## src/rtl/anspwm_sched.sv

```systemverilog
// Sample scheduler and output combiner for the ANS-PWM cascade: buffers targets,
// releases one per period, snapshots all stage outputs and sums them on one adder.
module anspwm_sched #(
  parameter int NST    = 4,
  parameter int LAT    = 3,
  parameter int PERIOD = 64
) (
  input  logic                        clk,
  input  logic                        rst_n,
  input  logic [31:0]                 s_data,
  input  logic                        s_valid,
  output logic                        s_ready,
  output logic [31:0]                 tgt,
  input  logic [16*NST-1:0]           c_bus,
  input  logic [NST-1:0]              csgn_bus,
  output logic [17+$clog2(NST)-1:0]   y,
  output logic                        y_valid,
  output logic                        underrun,
  output logic                        underrun_seen
);

  localparam int W  = 17 + $clog2(NST);
  localparam int CW = (PERIOD > 1) ? $clog2(PERIOD) : 1;
  localparam int IW = (NST > 1) ? $clog2(NST) : 1;
  localparam int SW = (LAT > 1) ? $clog2(LAT) : 1;

  typedef enum logic [2:0] {IDLE, LOAD, SETTLE, ACC, EMIT} state_t;

  state_t            state_reg, state_next;
  logic [CW-1:0]     cnt;
  logic              tick;
  logic [31:0]       fifo_mem [2];
  logic              rd_ptr, wr_ptr;
  logic [1:0]        count;
  logic              push, pop;
  logic [SW-1:0]     scnt;
  logic [IW-1:0]     idx;
  logic [15:0]       c_arr  [NST];
  logic [15:0]       snap_c [NST];
  logic [NST-1:0]    snap_s;
  logic [W-1:0]      acc, mag, term, acc_sum;
  logic              settle_last, acc_last;

  genvar gi;
  generate
    for (gi = 0; gi < NST; gi++) begin : g_unpack
      assign c_arr[gi] = c_bus[16*gi +: 16];
    end
  endgenerate

  assign tick        = (cnt == CW'(PERIOD - 1));
  assign s_ready     = (count < 2'd2);
  assign push        = s_valid && s_ready;
  assign pop         = (state_reg == LOAD) && (count != 2'd0);
  assign underrun    = (state_reg == LOAD) && (count == 2'd0);
  assign y_valid     = (state_reg == EMIT);
  assign settle_last = (scnt == SW'(LAT - 1));
  assign acc_last    = (idx == IW'(NST - 1));

  // Magnitudes are zero-extended before negation so 65535 never reads as -1.
  assign mag     = {{(W-16){1'b0}}, snap_c[idx]};
  assign term    = snap_s[idx] ? (-mag) : mag;
  assign acc_sum = acc + term;

  always_ff @(posedge clk) begin
    if (!rst_n) state_reg <= IDLE;
    else        state_reg <= state_next;
  end

  always_comb begin
    state_next = state_reg;
    case (state_reg)
      IDLE:    if (tick) state_next = LOAD;
      LOAD:    state_next = SETTLE;
      SETTLE:  if (settle_last) state_next = ACC;
      ACC:     if (acc_last) state_next = EMIT;
      EMIT:    state_next = IDLE;
      default: state_next = IDLE;
    endcase
  end

  // The buffer array is not reset; only the pointers and count define its contents.
  always_ff @(posedge clk) begin
    if (rst_n && push) fifo_mem[wr_ptr] <= s_data;
  end

  always_ff @(posedge clk) begin
    if (!rst_n) begin
      cnt           <= '0;
      count         <= '0;
      rd_ptr        <= 1'b0;
      wr_ptr        <= 1'b0;
      tgt           <= '0;
      y             <= '0;
      acc           <= '0;
      scnt          <= '0;
      idx           <= '0;
      snap_s        <= '0;
      underrun_seen <= 1'b0;
      for (int k = 0; k < NST; k++) snap_c[k] <= '0;
    end else begin
      cnt <= tick ? '0 : cnt + CW'(1);
      if (push) wr_ptr <= ~wr_ptr;
      if (pop) begin
        tgt    <= fifo_mem[rd_ptr];
        rd_ptr <= ~rd_ptr;
      end
      count <= count + {1'b0, push} - {1'b0, pop};
      if (underrun) underrun_seen <= 1'b1;

      case (state_reg)
        LOAD: scnt <= '0;
        SETTLE: begin
          scnt <= scnt + SW'(1);
          if (settle_last) begin
            for (int k = 0; k < NST; k++) snap_c[k] <= c_arr[k];
            snap_s <= csgn_bus;
            acc    <= '0;
            idx    <= '0;
          end
        end
        ACC: begin
          acc <= acc_sum;
          idx <= idx + IW'(1);
          // y is loaded with the final sum so it is already valid in the EMIT cycle.
          if (acc_last) y <= acc_sum;
        end
        default: ;
      endcase
    end
  end

endmodule

```

## config.mk

```make
export PLATFORM = sky130hd
export DESIGN_NAME = anspwm_sched
export DESIGN_NICKNAME = d
export VERILOG_FILES = /design/src/rtl/anspwm_sched.sv
export SDC_FILE = /design/constraint.sdc
export NUM_CORES = 1
export LEC_CHECK = 0
export BUFFER_PORTS_ARGS = -buffer_cell sky130_fd_sc_hd__buf_2
export CAP_MARGIN = 10
export CORE_MARGIN = 2
export CORE_UTILIZATION = 55
export DETAILED_ROUTE_END_ITERATION = 8
export GPL_TIMING_DRIVEN = 0
export HOLD_SLACK_MARGIN = 0.03
export PLACE_DENSITY = 0.78
export SYNTH_ARGS = -nofsm -noshare
export SYNTH_HDL_FRONTEND = slang
export SYNTH_SLANG_ARGS = --single-unit
```

## constraint.sdc

```tcl
create_clock -name clk -period 10.2 [get_ports clk]
set_input_delay 1.53 -clock clk [delete_from_list [all_inputs] [get_ports clk]]
set_output_delay 1.53 -clock clk [all_outputs]
set_load 0.005 [all_outputs]
```

==> results by group <==
Setup path
  • FF-to-FF setup slack: 5.64 ns
  • CP max-delay cell: a221oi_1
  • Crit path arrival time: 4.94 ns
  • Crit path kind: flop to flop
  • Critical Path RT: 10.58 ns
  • Critical path endpoint: acc[17]$_SDFFE_PN0P_
  • Crit-path max cell delay: 0.49 ns
  • Crit-path cells: buf_2 -> buf_2 -> mux4_2 -> nor4_4 -> nand3_1 -> or2_1 -> o21ai_0 -> xnor2_1 -> ha_1 -> and3_1 -> a221oi_1 -> o21ai_0 -> a221oi_1 -> xor2_1 -> o21ai_0
  • CP Capture Type: flop
  • Most frequent CP cell: o21ai_0
  • Worst-path fanout max: 10
  • Startpoint types: flop
  • Worst R2R Path Depth: 15
  • Reg2reg end: acc[17]$_SDFFE_PN0P_

GRT
  • Pin count of the biggest net entering global routing: 66
  • Number of global-route vias before repair: 6,650
  • Met2 usage: 38.2%
  • Global-route wire length before repair: 34,000 µm
  • Gr usage total: 23.4%
  • Global route total overflow: 0
  • Number of antenna violations at the first check in global routing: 3
  • Met3 Use GR: 4.26%
  • Met1 Use GR: 31.5%
  • Global routing's busiest layer: met2

Timing
  • Final TNS setup: 0 ns
  • Setup Viol. Count Final: 0
  • F_max: 0.219 GHz
  • Final Hold Viols: 0
  • Worst-margin pin slew: 1.01 ns
  • Fin crit share: 44.7%
  • Relative slew slack: 32.2%
  • Fin worst setup slack: 5.64 ns
  • Final worst path period need: 4.56 ns
  • Worst clock skew: 0.0102 ns
  • Worst Hold Slack: 0.446 ns
  • Slew Limit Fails: 0
  • RSZ-0062 raised after global routing: false

Job
  • Max Cap Viol: 0

CTS
  • # clock sinks: 222
  • CTS clk-pin slew, worst paths: 0.06 ns
  • CTS tree: done
  • H-tree levels: 1
  • Worst-Skew Late Latency: 0.52 ns
  • CTS Root Cell: clkbuf_16
  • Setup Buffers After CTS: 0
  • CTS Buffer Depth: 3
  • Hold_buf cts: 0
  • CTS buffer count: 23
  • Cts repair resizes: 0

Logic synthesis
  • Mux contribution to synthesized area: 8.77%
  • Syn Area/Cell: 12.2 µm²
  • Synth Instances: 802
  • Synth Area in Simple Gates: 13.5%
  • Commonest register cell after synthesis: edfxtp_1
  • Compound-gate portion of the synthesized area: 9.26%
  • Cell Area, Synth: 0.00975 mm²
  • Post-synth EDFFs: 128
  • Largest area contributor in the netlist: edfxtp_1
  • Synth Area in XOR/XNOR: 3.15%
  • Warnings from Yosys: 0
  • Synth area leaders: edfxtp_1 39%, dfxtp_1 19%, and3_1 4.6%
  • Largest family of logic cells by synthesized area: simple AND/OR/NAND/NOR gates
  • Adder-Cell Fraction of Synth Area: 3.41%
  • Register bit count reported by yosys: 222
  • FFs w/ async S/R, synth: 0%
  • Syn Nets: 931
  • Synth top area share: 39.4%
  • Post-synthesis cell type count: 61
  • Register area share after synthesis: 58.7%

Floorplan
  • Die X: 137 µm
  • Num ports: 158
  • Initial Util: 56.4%
  • Area of the core: 0.0173 mm²
  • Die area: 0.0188 mm²
  • Die Span Y: 137 µm
  • # rows: 48

Placed design
  • DP HPWL: 15,300 µm
  • Pre-CTS WS: 5.70 ns
  • GPL Wtd Cong: 0.880
  • Placed Area: 0.0109 mm²
  • IO buf count: 157

Power and ir drop
  • Leakage Power: 4.65 nW
  • Power Density: 161 mW/mm²
  • Max VDD drop: 0.162 mV

Run status
  • Status: completed

Finish
  • Area grow syn2layout: 18.7%
  • Nets@finish: 1,116
  • Fin area: 0.0116 mm²
  • Top Registers: fifo_mem: 64 flops, snap_c: 64 flops, tgt: 32 flops
  • Layout filler cell count: 1,249
  • Post-layout util: 66.9%
  • Layout cell share with drive strength beyond 1: 21.6%

Routing
  • First-pass DRT Iterations: 5
  • Detail Route Antenna Nets: 0
  • Via-to-Cell Ratio: 5.67
  • Routed via count: 6,980
  • Wire per inst: 17.9 µm
  • Initial DRC count: 526
  • Post-Route WL: 22,000 µm
  • # DRC: 0

Hold path
  • Worst Hold Class: flop to flop
## cell type report
cell class	instances	area, µm²	share of cell area, %
Antenna cell	2	5.00	0.0433
Buffer	51	243	2.10
Clock buffer	38	666	5.75
Clock inverter	4	35.0	0.303
Inverter	18	67.6	0.584
Multi-Input combinational cell	511	3720	32.2
Sequential cell	222	5730	49.5
Tap cell	225	282	2.43
Timing Repair Buffer	160	820	7.08
## report_power, final
group	internal (W)	switching, W	total [W]
Sequential	0.000976	0.00000822	0.000984
Combinational	0.0000356	0.0000537	0.0000893
Clock	0.000448	0.000337	0.000785
## synthesized netlist by cell type (14+ instances only)
master,number
xor2_1,14
clkbuf_1,39
ha_1,25
xnor2_1,21
a211oi_1,34
a21oi_1,29
inv_1,17
and3_1,71
nor2_1,83
edfxtp_1,128
mux2i_1,43
nand2_1,42
o21ai_0,20
dfxtp_1,94
## layer usage
layer / part of all wire (%) / wire [µm] / vias up
met2: 47 / 10400 / 256
met3: 6.8 / 1500 / 59
met4: 3.4 / 748 / 2
met5: 0.054 / 12 / -
met1: 43 / 9420 / 3307
li1: - / - / 3356
## per-stage QoR
step | total power (W) | instances
after floorplan | 0.00105 | 802
after global placement | 0.00109 | 1184
after detailed placement | 0.00109 | 1187
after CTS | 0.00187 | 1229
after global routing | 0.00191 | 1231
final | 0.00186 | 1231
## how the worst min path moves through the flow
stage	from	to	slack, ns	depth (start not counted)
after global routing	y[3]$_SDFFE_PN0P_	y[3]$_SDFFE_PN0P_	0.47	2
after floorplan	cnt[0]$_SDFF_PP0_	cnt[0]$_SDFF_PP0_	0.42	1
after detailed placement	cnt[0]$_SDFF_PP0_	cnt[0]$_SDFF_PP0_	0.44	1
final	cnt[0]$_SDFF_PP0_	cnt[0]$_SDFF_PP0_	0.45	1
after global placement	cnt[0]$_SDFF_PP0_	cnt[0]$_SDFF_PP0_	0.43	1
after CTS	y[14]$_SDFFE_PN0P_	y[14]$_SDFFE_PN0P_	0.45	2
## logic make-up (layout without fill, tap and decap cells)
family / Yosys count / after routing
flip-flops: 222 / 222
AO/OA/AOI/OAI: 137 / 137
other: 0 / 2
buffers and inverters: 69 / 271
AND/OR/NAND/NOR: 252 / 252
XOR/XNOR: 35 / 35
adder cells (fa/ha/maj): 26 / 26
multiplexers: 61 / 61
## critical path, delay by kind of cell, from the launching register on
family | cells | cell delay [ns]
xor gates and xnor gates | 2 | 0.43
muxes | 1 | 0.44
AOI/OAI and AO/OA | 5 | 1.32
adders and majority gates | 1 | 0.36
DFF | 1 | 0.30
and+or+nand+nor | 4 | 1.08
buffers and inverters | 2 | 0.49
## layout by cell type, fill, tap and decap left out, types with 3 or more instances in the layout
cell	n
mux4_2	5
clkinv_2	3
mux2i_1	43
a21oi_1	29
xor2_1	14
and3_1	70
a22oi_1	11
nor2_1	83
o211ai_1	3
o21a_1	5
o31ai_1	5
clkbuf_1	50
nand3_1	11
xnor2_1	21
nor2b_1	3
nor3_2	3
buf_1	5
buf_2	159
dfxtp_1	94
a211oi_1	34
clkbuf_8	4
o21ai_0	20
nand2_1	42
and4_1	4
buf_6	6
inv_1	17
ha_1	25
a21o_1	7
nand4_1	4
clkbuf_16	23
and2_1	6
a31oi_1	5
mux4_1	11
o22ai_1	5
nor3_1	7
edfxtp_1	128
(Power assumes the default switching activity.)
